$ cat config.mk
export PLATFORM = sky130hd
export DESIGN_NAME = max_sel_ctrl
export DESIGN_NICKNAME = d
export VERILOG_FILES = /design/src/rtl/max_sel_ctrl.sv
export SDC_FILE = /design/constraint.sdc
export NUM_CORES = 1
export LEC_CHECK = 0
export ABC_AREA = 1
export CAP_MARGIN = 20
export CORE_UTILIZATION = 40
export CTS_CLUSTER_DIAMETER = 80
export DETAILED_ROUTE_END_ITERATION = 8
export HOLD_SLACK_MARGIN = 0.12
export PLACE_DENSITY = 0.61
export SETUP_SLACK_MARGIN = 0.02
export SLEW_MARGIN = 20
export SYNTH_ARGS = -nofsm -noshare
export SYNTH_HDL_FRONTEND = slang
export SYNTH_SLANG_ARGS = --single-unit
$ cat constraint.sdc
create_clock -name sysclk -period 5.94 [get_ports sysclk]
set_input_delay 0.594 -clock sysclk [delete_from_list [all_inputs] [get_ports sysclk]]
set_output_delay 0.594 -clock sysclk [all_outputs]
set_load 0.03 [all_outputs]
$ cat src/rtl/max_sel_ctrl.sv
// max_sel_ctrl: sweeps four selector channels in turn. For each channel it
// loads that channel's decimation count and gain, holds sync_n low for a
// short frame-sync window, then collects a fixed number of selector results
// into a small tagged FIFO that a downstream consumer drains.
module max_sel_ctrl #(
    parameter int SYNC_LEN   = 2,
    parameter int FIFO_DEPTH = 4
) (
    input  logic       sysclk,
    input  logic       rst,
    input  logic       cfg_we,
    input  logic [1:0] cfg_ch,
    input  logic [7:0] cfg_smax,
    input  logic [5:0] cfg_mul,
    input  logic [7:0] pts_num,
    input  logic       start,
    input  logic       abort,
    output logic       sync_n,
    output logic [7:0] smax_num,
    output logic [5:0] mul_c,
    output logic [1:0] ch_sel,
    input  logic [7:0] mx_data,
    input  logic       mx_valid,
    output logic [7:0] out_data,
    output logic [1:0] out_ch,
    output logic       out_valid,
    input  logic       out_ready,
    output logic       busy,
    output logic       done,
    output logic       ovf
);

    localparam int PTR_W = $clog2(FIFO_DEPTH);
    localparam int CNT_W = $clog2(FIFO_DEPTH + 1);
    localparam logic [CNT_W-1:0] FULL_CNT  = CNT_W'(FIFO_DEPTH);
    localparam logic [3:0]       SYNC_LAST = 4'(SYNC_LEN - 1);

    typedef enum logic [2:0] {IDLE, SYNC, RUN, NEXT, DONE} state_t;

    state_t state, state_next;

    logic [1:0] ch, ch_next;
    logic [3:0] sync_cnt;
    logic [8:0] pts_cnt, pts_cnt_inc, pts_target;
    logic       sweep_go, sync_entry;

    logic [7:0] slot_smax [4];
    logic [5:0] slot_mul  [4];

    logic [9:0]       fifo_mem [FIFO_DEPTH];
    logic [PTR_W-1:0] wr_ptr, rd_ptr, rd_ptr_next;
    logic [CNT_W-1:0] fifo_cnt, fifo_cnt_next;
    logic             push, pop, fifo_full, do_write, drop, head_from_write;

    assign pts_cnt_inc = pts_cnt + 9'd1;
    assign sweep_go    = (state == IDLE) && (state_next == SYNC);
    assign sync_entry  = (state_next == SYNC) && (state != SYNC);

    // State register.
    // NOTE: sequential state uses non-blocking assignments so every register samples pre-edge values.
    always_ff @(posedge sysclk or posedge rst) begin
        if (rst) state <= IDLE;
        else     state <= state_next;
    end

    // Next-state logic and state-decoded outputs.
    // NOTE: every signal driven here gets a default first, so no path leaves it unassigned (no latch).
    always_comb begin
        state_next = state;
        ch_next    = ch;
        sync_n     = 1'b1;
        busy       = 1'b1;
        done       = 1'b0;
        case (state)
            IDLE: begin
                busy = 1'b0;
                if (start && !abort) begin
                    state_next = SYNC;
                    ch_next    = 2'd0;
                end
            end
            SYNC: begin
                sync_n = 1'b0;
                if (sync_cnt == SYNC_LAST) state_next = RUN;
            end
            RUN: begin
                if (mx_valid && (pts_cnt_inc == pts_target)) state_next = NEXT;
            end
            NEXT: begin
                sync_n = 1'b0;
                if (ch == 2'd3) begin
                    state_next = DONE;
                end else begin
                    state_next = SYNC;
                    ch_next    = ch + 2'd1;
                end
            end
            DONE: begin
                done       = 1'b1;
                state_next = IDLE;
            end
            default: state_next = IDLE;
        endcase
        // Abort overrides every transition but cannot resurrect an idle controller.
        if (abort && (state != IDLE)) begin
            state_next = IDLE;
            ch_next    = ch;
        end
    end

    // Sweep bookkeeping: channel index, counters, per-channel output latch, overflow flag.
    always_ff @(posedge sysclk or posedge rst) begin
        if (rst) begin
            ch         <= 2'd0;
            sync_cnt   <= 4'd0;
            pts_cnt    <= 9'd0;
            pts_target <= 9'd0;
            smax_num   <= 8'd0;
            mul_c      <= 6'd0;
            ch_sel     <= 2'd0;
            ovf        <= 1'b0;
        end else begin
            ch <= ch_next;
            // A pts_num of zero encodes 256 through the ninth bit.
            if (sweep_go) pts_target <= {pts_num == 8'd0, pts_num};
            // Channel settings freeze at SYNC entry so later config writes wait for the next channel.
            if (sync_entry) begin
                smax_num <= slot_smax[ch_next];
                mul_c    <= slot_mul[ch_next];
                ch_sel   <= ch_next;
            end
            sync_cnt <= (state == SYNC) ? sync_cnt + 4'd1 : 4'd0;
            if (state != RUN)  pts_cnt <= 9'd0;
            else if (mx_valid) pts_cnt <= pts_cnt_inc;
            if (sweep_go)  ovf <= 1'b0;
            else if (drop) ovf <= 1'b1;
        end
    end

    // Config slots, writable in any state.
    always_ff @(posedge sysclk or posedge rst) begin
        if (rst) begin
            for (int i = 0; i < 4; i++) begin
                slot_smax[i] <= 8'd0;
                slot_mul[i]  <= 6'd0;
            end
        end else if (cfg_we) begin
            slot_smax[cfg_ch] <= cfg_smax;
            slot_mul[cfg_ch]  <= cfg_mul;
        end
    end

    // FIFO control: a full FIFO still accepts a push when the head leaves in the same cycle.
    assign push            = (state == RUN) && mx_valid;
    assign pop             = (fifo_cnt != '0) && out_ready;
    assign fifo_full       = (fifo_cnt == FULL_CNT);
    assign do_write        = push && (!fifo_full || pop);
    assign drop            = push && fifo_full && !pop;
    assign rd_ptr_next     = pop ? rd_ptr + PTR_W'(1) : rd_ptr;
    assign head_from_write = do_write && (wr_ptr == rd_ptr_next);
    assign out_valid       = (fifo_cnt != '0);

    // Occupancy next value.
    always_comb begin
        fifo_cnt_next = fifo_cnt;
        case ({do_write, pop})
            2'b10:   fifo_cnt_next = fifo_cnt + CNT_W'(1);
            2'b01:   fifo_cnt_next = fifo_cnt - CNT_W'(1);
            default: fifo_cnt_next = fifo_cnt;
        endcase
    end

    // FIFO storage.
    // NOTE: the data array has no reset; emptiness is carried by the pointers and count alone.
    always_ff @(posedge sysclk) begin
        if (do_write) fifo_mem[wr_ptr] <= {ch, mx_data};
    end

    // FIFO pointers, count and the registered head; the head holds its value once empty.
    always_ff @(posedge sysclk or posedge rst) begin
        if (rst) begin
            wr_ptr   <= '0;
            rd_ptr   <= '0;
            fifo_cnt <= '0;
            out_data <= 8'd0;
            out_ch   <= 2'd0;
        end else begin
            if (do_write) wr_ptr <= wr_ptr + PTR_W'(1);
            rd_ptr   <= rd_ptr_next;
            fifo_cnt <= fifo_cnt_next;
            if (fifo_cnt_next != '0) begin
                if (head_from_write) {out_ch, out_data} <= {ch, mx_data};
                else                 {out_ch, out_data} <= fifo_mem[rd_ptr_next];
            end
        end
    end

endmodule
==> Word level (Yosys, flattened, before mapping) <==
Memories as Yosys holds them, arrays and structs flattened. A register that Yosys moved wholly into a read port is not among the register bits.
Cells that the tools add are included.
{ "word_totals": {"memories": 1, "out_inout_bits": 31, "ram_bits": 40, "reg_bits": 107, "input_bits": 39, "wordCells": 103} }
{ "memory_table": {"columns": ["memory", "words", "width", "read_ports", "rd_clocked_by_memory_dff", "wr", "line", "rtl"], "rows": [
  ["fifo_mem", 4, 10, 1, 1, 1, "50", "logic [9:0] fifo_mem [FIFO_DEPTH];"]
]} }
{ "classes": {"magnitude_cmp": 3, "bitwise": 2, "eq_ne": 13, "addsub": 7, "muxes": 34, "n_reduce_logical": 23} }
{ "ops": {"columns": ["cell", "count"], "rows": [
  ["$bwmux 32", 1],
  ["$bwmux 24", 1],
  ["$mux 8", 3],
  ["$mux 6", 3],
  ["$mux 9", 2],
  ["$bmux 8 s2", 1],
  ["$demux 8 s2", 1],
  ["$mux 3", 5],
  ["$bmux 6 s2", 1],
  ["$demux 6 s2", 1],
  ["$pmux 3 s4", 1],
  ["$logic_and 1x1->1", 11],
  ["$add 9x1->9 const B", 1],
  ["$eq 9x9->1", 1],
  ["$reduce_bool 3->1", 3],
  ["$logic_not 8->1", 1],
  ["$mux 2", 4],
  ["$mux 1", 7],
  ["$add 2x1->2 const B", 3],
  ["$eq 3x1->1 const B", 2],
  ["$eq 3x2->1 const B", 2],
  ["$eq 3x3->1 const B", 2],
  ["$ge 3x3->1 const B", 2],
  ["$not 2->3", 2],
  ["other kinds (17)", 21]
]} }

==> Logic depth before layout (Yosys ltp) <==
Gate-level depths: netlist (run 1).
{ "depth": {"depth_word": 9, "mapped_depth": 15, "mapped_depth_nobuf": 15} }

==> Worst setup path after synthesis (run 1) <==
No wires, ideal clock.
{ "synth_timing": {"path_type": "input to register", "from": "input port out_ready", "to": "register out_ch[0], read port of fifo_mem", "cell_stages": 15, "setup_time_ns": 0.119, "required_time_ns": 5.821, "path_buffers": 0, "setup_slack_ns": 3.270, "arrival_ns": 2.551, "path_cell_list": "inv_1 -> nand3_1 -> inv_1 -> nor2_2 -> inv_1 -> ha_1 -> inv_1 -> fa_1 -> or2_2 -> nand3_1 -> xor2_1 -> nor3_1 -> clkinv_1 -> nand3_1 -> nand2_1"} }
{ "synth_via": {"elab_chain_len": 6, "elab_cells_between_ends": 8, "classes_between": "eq/ne (2); mux (2); reduce/logical (4)"} }
{ "synth_lines": {"columns": ["item", "line", "rtl"], "rows": [
  ["from (decl)", "27", "input logic out_ready,"],
  ["$logic_and 1x1->1 *", "155", "assign pop = (fifo_cnt != '0) && out_ready;"],
  ["$logic_or 1x1->1", "157", "assign do_write = push && (!fifo_full || pop);"],
  ["$logic_and 1x1->1", "157", null],
  ["$eq 2x1->1 or $eq 2x2->1 (tied branches)", "166", "case ({do_write, pop})"],
  ["$pmux 3 s2 *", "166", null],
  ["named net fifo_cnt_next[2]", "52", "logic [CNT_W-1:0] fifo_cnt, fifo_cnt_next;"],
  ["$reduce_bool 3->1 *", "191", "if (fifo_cnt_next != '0) begin"],
  ["to (decl)", "25", "output logic [1:0] out_ch,"]
]} }
Mark *: on every way through the listed nets, which the timed path passes. The rest lies on a longest branch.
A chain may end at the register's enable or synchronous reset.

==> Final worst setup path (run 1) <==
Same ends and word-level chain as after synthesis.

==> run metrics, run 1 <==
Avg Cell Area, Syn 8.76 um^2; critical path class input port to flop; TritonCTS clock tree done; Post-Synthesis Cells 843; Post-DP HPWL 10,700 um; number of global-route vias before repair 5,547; initial antenna violation count 0; commonest non-fill, non-tap cell in the layout nand2_1; worst clock skew 0.0143 ns; I/O Buffers 69; setup bufs post-CTS 0; CP max FO 10; number of synthesized register bits 157; Final #Nets 949; die area 19,000 um^2; post-DR wirelength/cell 14.9 um; Synthesized Nets 891; CTS max path bufs 2; Mapped Area 7380 um^2; CP Cell Sequence clkdlybuf4s50_1 > inv_1 > nand3_1 > inv_1 > nor2_2 > inv_1 > ha_1 > inv_1 > fa_1 > or2_2 > nand3_1 > xor2_1 > nor3_1 > clkinv_1 > nand3_1 > nand2_1; layout cell share with drive strength beyond 1 6.56%; FMAX 295 MHz; Final period util 57.0%; CTS root buf clkbuf_16; met3 global-route usage 3.98%; CTS H-tree depth 4; FF/Latch Area 4130 um^2; number of distinct library cells after synthesis 41; Vias/cell 4.94; RD Place Congestion 0.797; Setup crit start kind input port; GR Overflow Total 0; first-pass GRT wire length 27,700 um; Final Hold Vio Count 0; PwrDens 477 nW/um^2; CTS Sinks 157; met1 usage 23.7%; critical path arrival 3.70 ns; cts bufs inserted 17; DRC violation total after the first TritonRoute iteration 375; CTS clk-pin slew, worst paths 0.06 ns; # Max-Cap Violations 0; HP Class flop to flop; Slowest-stage cell, CP nor3_1; DR DRC count 0; Most Crowded Layer GR met2; YS warnings 0; post-layout minimum cycle time 3.39 ns; Post-Route WL 17,100 um; num rows 49; area grow syn2layout 19.8%; antenna diode count 0; Total GRT Usage 19.3%; # fillers 1,757; die height 138 um; CTS resizes 0; Crit. End Element flop; Slew Limit Fails 0; DRT antenna net count 0; Worst Slack Setup Final 2.55 ns; status completed; P_leak 4.02 nW; final setup fails 0; total vias in the final route 5,649; fin cells 1,143; commonest non-fill, non-tap cells in the layout nand2_1 (272), dfrtp_1 (117), inv_1 (89); Req. time, crit path 6.25 ns; Slew headroom 28.2%; cts hold-fix bufs 0; placed insts 1,111; router iterations before antenna repair 5; register area share after synthesis 55.9%; Worst Tran Pin Value 1.07 ns; Synth Flop Type dfrtp_1; Ports 70; met2 usage 33.5%; RSZ-0062 raised after global routing no; setup TNS 0 ns; worst vdd ir 0.000282 V; Clock Latency Late Sink 0.43 ns; Die X 138 um; largest net degree at the start of global routing 65; Initial Utilization 41.0%; most used cell along the critical path inv_1; area of the multi-input gates 2710 um^2; EDFF count, synth 40; Async S/R FF share, synth 74.5%; Placement Setup Slack 2.12 ns; slowest cell delay on critical path 0.44 ns; core footprint 18,000 um^2
sequential cells by signal, indices dropped and copies added, names as in the netlist:
name        flops
mul_c           6
smax_num        8
state           3
slot_mul       24
fifo_cnt        3
pts_cnt         9
out_data        8
wr_ptr          2
ch              2
rd_ptr          2
out_ch          2
fifo_mem       40
pts_target      9
ovf             1
ch_sel          2
slot_smax      32
sync_cnt        4
area by class of cell:
cell class | count | share of cell area, %
flip-flops and latches | 157 | 46.7
multi-input cells | 554 | 30.6
repair buffers | 73 | 8.12
clock buffers | 22 | 5.25
inverters | 98 | 4.19
well taps | 229 | 3.24
clock inverters | 10 | 1.85
Yosys cell counts (8+ instances only):
cell type  number  area (um^2)
clkbuf_1       14         52.6
nor2_1         30          113
nand4_1        16          100
buf_2          12         60.1
nand2_1       272         1020
dfrtp_1       117         2930
o21ai_0        69          345
nand3b_1       28          210
inv_1          90          338
o21ai_1         9         45.0
ha_1            8          100
edfxtp_1       40         1200
nand3_1        59          295
a21oi_1        24          120
path summary, 6_finish.rpt:
check,endpoint,cells past startpoint,from,slack [ns]
setup / recovery,out_ch[0]$_DFFE_PP0P_,16,out_ready,2.55
hold / removal,slot_smax[28]$_DFFE_PP0P_,2,slot_smax[28]$_DFFE_PP0P_,0.47
setup reg to reg,out_ch[0]$_DFFE_PP0P_,15,state[1]$_DFF_PP0_,2.61
hold reg to reg,slot_smax[28]$_DFFE_PP0P_,2,slot_smax[28]$_DFFE_PP0P_,0.47
max in group asynchronous,slot_smax[0]$_DFFE_PP0P_,3,rst,4.07
min in group asynchronous,pts_target[7]$_DFFE_PP0P_,2,rst,0.69
critical path: cells and delay by family:
kind                       cells  cell delay [ns]
adders and majority gates      2             0.55
buffers and inverters          6             1.24
xor gates and xnor gates       1             0.09
and+or+nand+nor                7             1.21
logic make-up after synthesis:
logic type                 after synthesis  share of synthesized area, %
AOI/OAI and AO/OA                      114                          8.41
DFF                                    157                          55.9
buffers and inverters                  132                          7.53
and+or+nand+nor                        423                          25.6
adders and majority gates                9                          1.63
xor gates and xnor gates                 8                         0.949
metal layers:
| metal | routed length, um | share of wire, % |
|---|---|---|
| met4 | 278 | 1.6 |
| met1 | 7700 | 45 |
| met2 | 8560 | 50 |
| met3 | 527 | 3.1 |
| met5 | 0 | 0 |
stage by stage:
step	hold slack, ns	power [W]	cell area [um^2]	util [%]
5_1_grt	0.490	0.00450	8840	49.1
4_1_cts	0.479	0.00425	8830	49.0
3_5_place_dp	0.464	0.00308	8200	45.5
3_3_place_gp	0.457	0.00305	8200	45.5
6_report	0.475	0.00422	8840	49.1
2_1_floorplan	0.444	0.00260	7380	-
power breakdown:
group          internal, W  switching [W]  leakage (nW)
clock network     0.000727       0.000434         0.301
registers          0.00134       0.000145          1.85
logic             0.000547        0.00103          1.87
total              0.00261        0.00161          4.02
Power figures use the tool's default switching activity.
==> run 2: changes to the inputs <==
--- a/config.mk
+++ b/config.mk
@@ -11,7 +11,7 @@
 export CTS_CLUSTER_DIAMETER = 80
 export DETAILED_ROUTE_END_ITERATION = 8
 export HOLD_SLACK_MARGIN = 0.12
-export PLACE_DENSITY = 0.61
+export PLACE_DENSITY = 0.63
 export SETUP_SLACK_MARGIN = 0.02
 export SLEW_MARGIN = 20
 export SYNTH_ARGS = -nofsm -noshare
==> constraint.sdc (replaced) <==
create_clock -name sysclk -period 2.9 [get_ports sysclk]
set_input_delay 0.29 -clock sysclk [delete_from_list [all_inputs] [get_ports sysclk]]
set_output_delay 0.29 -clock sysclk [all_outputs]
set_load 0.03 [all_outputs]
==> run metrics, run 2 (synthesis results as in run 1) <==
Worst Slack Setup Final 0.261 ns (-2.29 ns); status completed; Post-Route WL 16,600 um (-2.9%); num rows 49 (unchanged); CP max FO 10 (unchanged); CTS H-tree depth 4 (unchanged); Final #Nets 967 (+1.9%); DR DRC count 0 (unchanged); worst vdd ir 0.000571 V (+100%); largest net degree at the start of global routing 118 (+82%); Crit. End Element flop; P_leak 4.07 nW (+1.1%); post-layout minimum cycle time 2.64 ns; CTS Sinks 157 (unchanged); Placement Setup Slack -0.205 ns (-2.33 ns); critical path arrival 2.95 ns (-0.75 ns); CTS clk-pin slew, worst paths 0.07 ns (about the same); Final period util 91.0%; Top reg by flops fifo_mem; Ports 70 (unchanged); number of global-route vias before repair 5,362 (-3.3%); # Max-Cap Violations 0 (unchanged); Slew headroom 55.5% (+27 points); GR Overflow Total 0 (unchanged); CTS root buf clkbuf_16; first-pass GRT wire length 26,800 um (-3.0%); Req. time, crit path 3.21 ns (-3.04 ns); PwrDens 938 nW/um^2 (+96%); DRT antenna net count 0 (unchanged); post-DR wirelength/cell 14.3 um (-4.4%); die area 19,000 um^2 (unchanged); worst clock skew 0.0116 ns (-0.00265 ns); Regs by FF count fifo_mem (40), slot_smax (32), slot_mul (24); commonest non-fill, non-tap cell in the layout nand2_1; total vias in the final route 5,624 (-0.44%); Post-DP HPWL 10,600 um (-0.82%); post-route cell area 8900 um^2 (+0.68%); max reg flops 40 (unchanged); TritonCTS clock tree done; commonest non-fill, non-tap cells in the layout nand2_1 (272), dfrtp_1 (117), inv_1 (89); Worst Tran Pin Value 0.667 ns (-0.407 ns); core footprint 18,000 um^2 (unchanged); Total GRT Usage 18.7% (-0.60 points); hold slack final 0.373 ns (-0.102 ns); Die X 138 um (unchanged); Setup crit start kind flop; RD Place Congestion 0.831 (+4.3%); RSZ-0062 raised after global routing no; die height 138 um (unchanged); area grow syn2layout 20.6%; DP Area 8350 um^2 (+1.8%); FMAX 379 MHz; Vias/cell 4.84 (-2.0%); DRC violation total after the first TritonRoute iteration 392 (+4.5%); router iterations before antenna repair 5 (unchanged); cts bufs inserted 17 (unchanged); initial antenna violation count 0 (unchanged); Slew Limit Fails 0 (unchanged); antenna diode count 0 (unchanged); Clock Latency Late Sink 0.43 ns (about the same); I/O Buffers 69 (unchanged); CTS max path bufs 2 (unchanged); Final Hold Vio Count 0 (unchanged); Initial Utilization 41.0% (unchanged); HP Class input port to asynchronous set/reset pin; layout cell share with drive strength beyond 1 8.48% (+1.9 points); critical path class flop to flop; final setup fails 0 (unchanged)
==> run 2: cell count changes in the layout (fill, tap and decap cells not counted), moves of 3 or more <==
cell       change
clkbuf_1       -3
clkinv_4       +4
buf_4         +18
bufinv_16      -4
==> run 2: final cells by class <==
type | instances | area (um^2)
clock buffer | 17 | 425
clock inverter | 15 | 118
fill | 1737 | 9120
inverter | 98 | 373
multi-input combinational | 554 | 2700
sequential | 157 | 4130
tap | 229 | 287
timing repair buffer | 91 | 868
==> run 2: critical path, stage by stage, from the launching register on <==
cell      delay (ns)
dfrtp_1         0.42
nor2_2          0.14
nand3_1         0.08
inv_1           0.10
nor2_2          0.05
inv_1           0.07
ha_1            0.14
inv_1           0.06
fa_1            0.38
or2_2           0.30
nand3_1         0.09
xor2_1          0.09
nor3_2          0.21
clkinv_2        0.20
nand3_1         0.12
nand2_1         0.06
==> run 2: power breakdown <==
part,switching (W),internal [W],leakage [nW],total [W]
combinational,0.00208,0.00119,1.96,0.00327
clock,0.000932,0.00110,0.259,0.00204
sequential,0.000297,0.00274,1.85,0.00304
total,0.00331,0.00504,4.07,0.00835
==> run 2: final timing paths <==
path | startpoint | endpoint | slack (ns) | depth (start not counted)
min in group sysclk | pts_num[2] | pts_target[2]$_DFFE_PP0P_ | 0.47 | 3
hold reg to reg | slot_smax[15]$_DFFE_PP0P_ | slot_smax[15]$_DFFE_PP0P_ | 0.48 | 2
setup / recovery | fifo_cnt[0]$_DFF_PP0_ | out_ch[1]$_DFFE_PP0P_ | 0.26 | 15
hold / removal | rst | mul_c[5]$_DFFE_PP0P_ | 0.37 | 3
setup reg to reg | fifo_cnt[0]$_DFF_PP0_ | out_ch[1]$_DFFE_PP0P_ | 0.26 | 15
max in group asynchronous | rst | slot_smax[24]$_DFFE_PP0P_ | 2.00 | 3
==> run 2: metrics by stage <==
| stage | utilization, % | power (W) | std cells | TNS [ns] |
|---|---|---|---|---|
| after floorplan | - | 0.00532 | 843 | 0 |
| after global placement | 46.3 | 0.00631 | 1129 | -1.10 |
| after detailed placement | 46.3 | 0.00636 | 1129 | -1.69 |
| after CTS | 49.4 | 0.00844 | 1161 | 0 |
| after global routing | 49.4 | 0.00894 | 1161 | 0 |
| final | 49.4 | 0.00835 | 1161 | 0 |
==> run 2: timing repair <==
action | CTS | global route
hold buffers | 0 | 0
resized for setup | 1 | 1
endpoints found under the hold margin | 0 | 0
pin swaps | 0 | 0
setup buffers | 0 | 0
setup endpoints to repair | 3 | 10
==> run 2: per-layer routing <==
layer / wire [um] / share of wire, % / vias up / GRT usage, %
li1: - / - / 2891 / -
met1: 7830 / 47 / 2635 / 24.1
met2: 8080 / 49 / 84 / 31.1
met3: 492 / 3.0 / 14 / 4.31
met4: 177 / 1.1 / 0 / 5.50
met5: 0 / 0 / - / 0
==> run 3: changes to the inputs <==
--- a/config.mk
+++ b/config.mk
@@ -7,6 +7,7 @@
 export LEC_CHECK = 0
 export ABC_AREA = 1
 export CAP_MARGIN = 20
+export CORE_ASPECT_RATIO = 0.5
 export CORE_UTILIZATION = 40
 export CTS_CLUSTER_DIAMETER = 80
 export DETAILED_ROUTE_END_ITERATION = 8
==> constraint.sdc (replaced) <==
create_clock -name sysclk -period 2.4 [get_ports sysclk]
set_input_delay 0.24 -clock sysclk [delete_from_list [all_inputs] [get_ports sysclk]]
set_output_delay 0.24 -clock sysclk [all_outputs]
set_load 0.03 [all_outputs]
==> run metrics, run 3 (synthesis results as in run 1) <==
post-route cell area 9370 um^2 (+5.3%); failing checks negative setup slack; Ports 70 (unchanged); GR Overflow Total 0 (unchanged); CTS H-tree depth 4 (unchanged); Placement Setup Slack -0.358 ns (-0.153 ns); Critical R2R Capture out_ch[1]$_DFFE_PP0P_; commonest non-fill, non-tap cell in the layout nand2_1; critical path class flop to flop; RSZ-0062 raised after global routing yes; Slew Limit Fails 0 (unchanged); R2R setup slack -0.03 ns (-0.29 ns); FMAX 412 MHz (+8.6%); FF-to-FF Start fifo_cnt[0]$_DFF_PP0_; CP max FO 5 (-5); fin cells 1,196 (+3.0%); CTS root buf clkbuf_16; commonest non-fill, non-tap cells in the layout nand2_1 (258), dfrtp_1 (117), inv_1 (86); Final Hold Vio Count 0 (unchanged); Slew headroom 56.8% (+1.3 points); Regs by FF count fifo_mem (40), slot_smax (32), slot_mul (24); hold slack final 0.277 ns (-0.0952 ns); initial antenna violation count 0 (unchanged); worst clock skew 0.0145 ns (+0.00289 ns); cts bufs inserted 17 (unchanged); DRC violation total after the first TritonRoute iteration 316 (-19%); combinational group share of total power 43.2% (+4.0 points); DP Area 8550 um^2 (+2.3%); die height 98.1 um (-29%); core footprint 17,700 um^2 (-1.8%); post-layout minimum cycle time 2.43 ns (-0.210 ns); status finished, violations left; internal power 0.00684 W (+36%); Total GRT Usage 19.3% (+0.62 points); Top reg by flops fifo_mem; RD Place Congestion 0.827 (-0.45%); post-DR wirelength/cell 14.9 um (+4.4%); Initial Utilization 41.7% (+0.76 points); critical path arrival 2.73 ns (-0.22 ns); num rows 34 (-31%); Worst Tran Pin Value 0.646 ns (-0.0208 ns); CTS Sinks 157 (unchanged); HP Class input port to asynchronous set/reset pin; Clock Power Share 24.3% (about the same); worst vdd ir 0.000557 V (-2.4%); Sw Ratio 39.3% (-0.34 points); CTS clk-pin slew, worst paths 0.07 ns (about the same); placed insts 1,151 (+1.9%); Worst Slack Setup Final -0.0290 ns (-0.290 ns); Vias/cell 5.00 (+3.2%); area grow syn2layout 27.0%; total vias in the final route 5,981 (+6.3%); TritonCTS clock tree done; # Max-Cap Violations 0 (unchanged); Reg power frac 32.5% (-3.9 points); number of global-route vias before repair 5,828 (+8.7%); layout cell share with drive strength beyond 1 13.9% (+5.5 points); final setup fails 5 (+5); Post-DP HPWL 11,500 um (+8.3%); Clock Latency Late Sink 0.42 ns (about the same); antenna diode count 0 (unchanged); die area 19,000 um^2 (+0.17%); Final period util 101% (+10 points); CTS max path bufs 2 (unchanged); PwrDens 1200 nW/um^2 (+28%); Final Total Pwr 0.0113 W (+35%); DRT antenna net count 0 (unchanged); Post-Route WL 17,800 um (+7.5%); Crit. End Element flop; Final #Nets 997 (+3.1%); first-pass GRT wire length 29,200 um (+8.7%); worst r2r path cells 16 (+1); Setup crit start kind flop; Die X 194 um (+41%); cts hold-fix bufs 0 (unchanged); P_leak 4.27 nW (+5.0%); DR DRC count 0 (unchanged); router iterations before antenna repair 5 (unchanged); switching pwr 0.00443 W (+34%); largest net degree at the start of global routing 42 (-64%); Req. time, crit path 2.70 ns (-0.51 ns); I/O Buffers 69 (unchanged); max reg flops 40 (unchanged)
-- run 3: worst max-delay path by stage --
stage	from	to	slack (ns)	cells past startpoint
final	fifo_cnt[0]$_DFF_PP0_	out_ch[1]$_DFFE_PP0P_	-0.03	16
after floorplan	state[1]$_DFF_PP0_	out_ch[0]$_DFFE_PP0P_	0.02	15
after detailed placement	out_ready	out_ch[0]$_DFFE_PP0P_	-0.36	16
after global routing	fifo_cnt[0]$_DFF_PP0_	out_ch[1]$_DFFE_PP0P_	-0.13	16
after global placement	out_ready	out_ch[1]$_DFFE_PP0P_	-0.28	16
after CTS	state[0]$_DFF_PP0_	out_ch[1]$_DFFE_PP0P_	0.003	15
-- run 3: through the flow --
stage                     util (%)  setup TNS [ns]
final                         53.0         -0.0817
after global routing          53.0           -1.10
after CTS                     52.1               0
after detailed placement      48.3           -3.41
after global placement        48.3           -2.69
after floorplan                  -               0
-- run 3: repair_timing --
item                       CTS  global route
gates cloned                 1             2
pin swaps                    1            20
setup buffers                6             7
gates resized for setup      7            30
setup endpoints to repair   10            27
-- run 3: cell type report --
class / instances / area [um^2]
Timing Repair Buffer: 119 / 1150
Inverter: 98 / 379
Multi-Input combinational cell: 555 / 2820
Clock inverter: 15 / 173
Clock buffer: 17 / 425
Tap cell: 234 / 293
Timing Repair inverter: 1 / 5.00
Sequential cell: 157 / 4130
Fill cell: 1593 / 8320
-- run 3: worst max-delay path, stage by stage, from the launching register on --
cell	delay (ns)
dfrtp_1	0.39
nor2_2	0.12
nand3_1	0.09
inv_2	0.08
nor2_4	0.04
inv_2	0.07
ha_4	0.14
inv_4	0.04
fa_2	0.35
or2_4	0.23
nand3_2	0.07
xor2_2	0.24
nor3_4	0.07
buf_6	0.15
buf_8	0.13
nand2_2	0.05
nand2_1	0.05
-- run 3: power groups by stage --
stage / clock network [W] / logic (W) / registers (W)
2_1_floorplan: 0 / 0.00247 / 0.00400
6_report: 0.00274 / 0.00487 / 0.00367
3_3_place_gp: 0 / 0.00421 / 0.00369
4_1_cts: 0.00277 / 0.00452 / 0.00365
3_5_place_dp: 0 / 0.00430 / 0.00369
5_1_grt: 0.00288 / 0.00536 / 0.00374
-- run 3: per-layer routing --
layer  up-vias  share of wire (%)  track usage, %
met4         0               0.92            5.74
li1       2951                  -               -
met1      2901                 48            26.9
met3        15                3.8            2.83
met2       114                 47            31.3
met5         -                  0               0
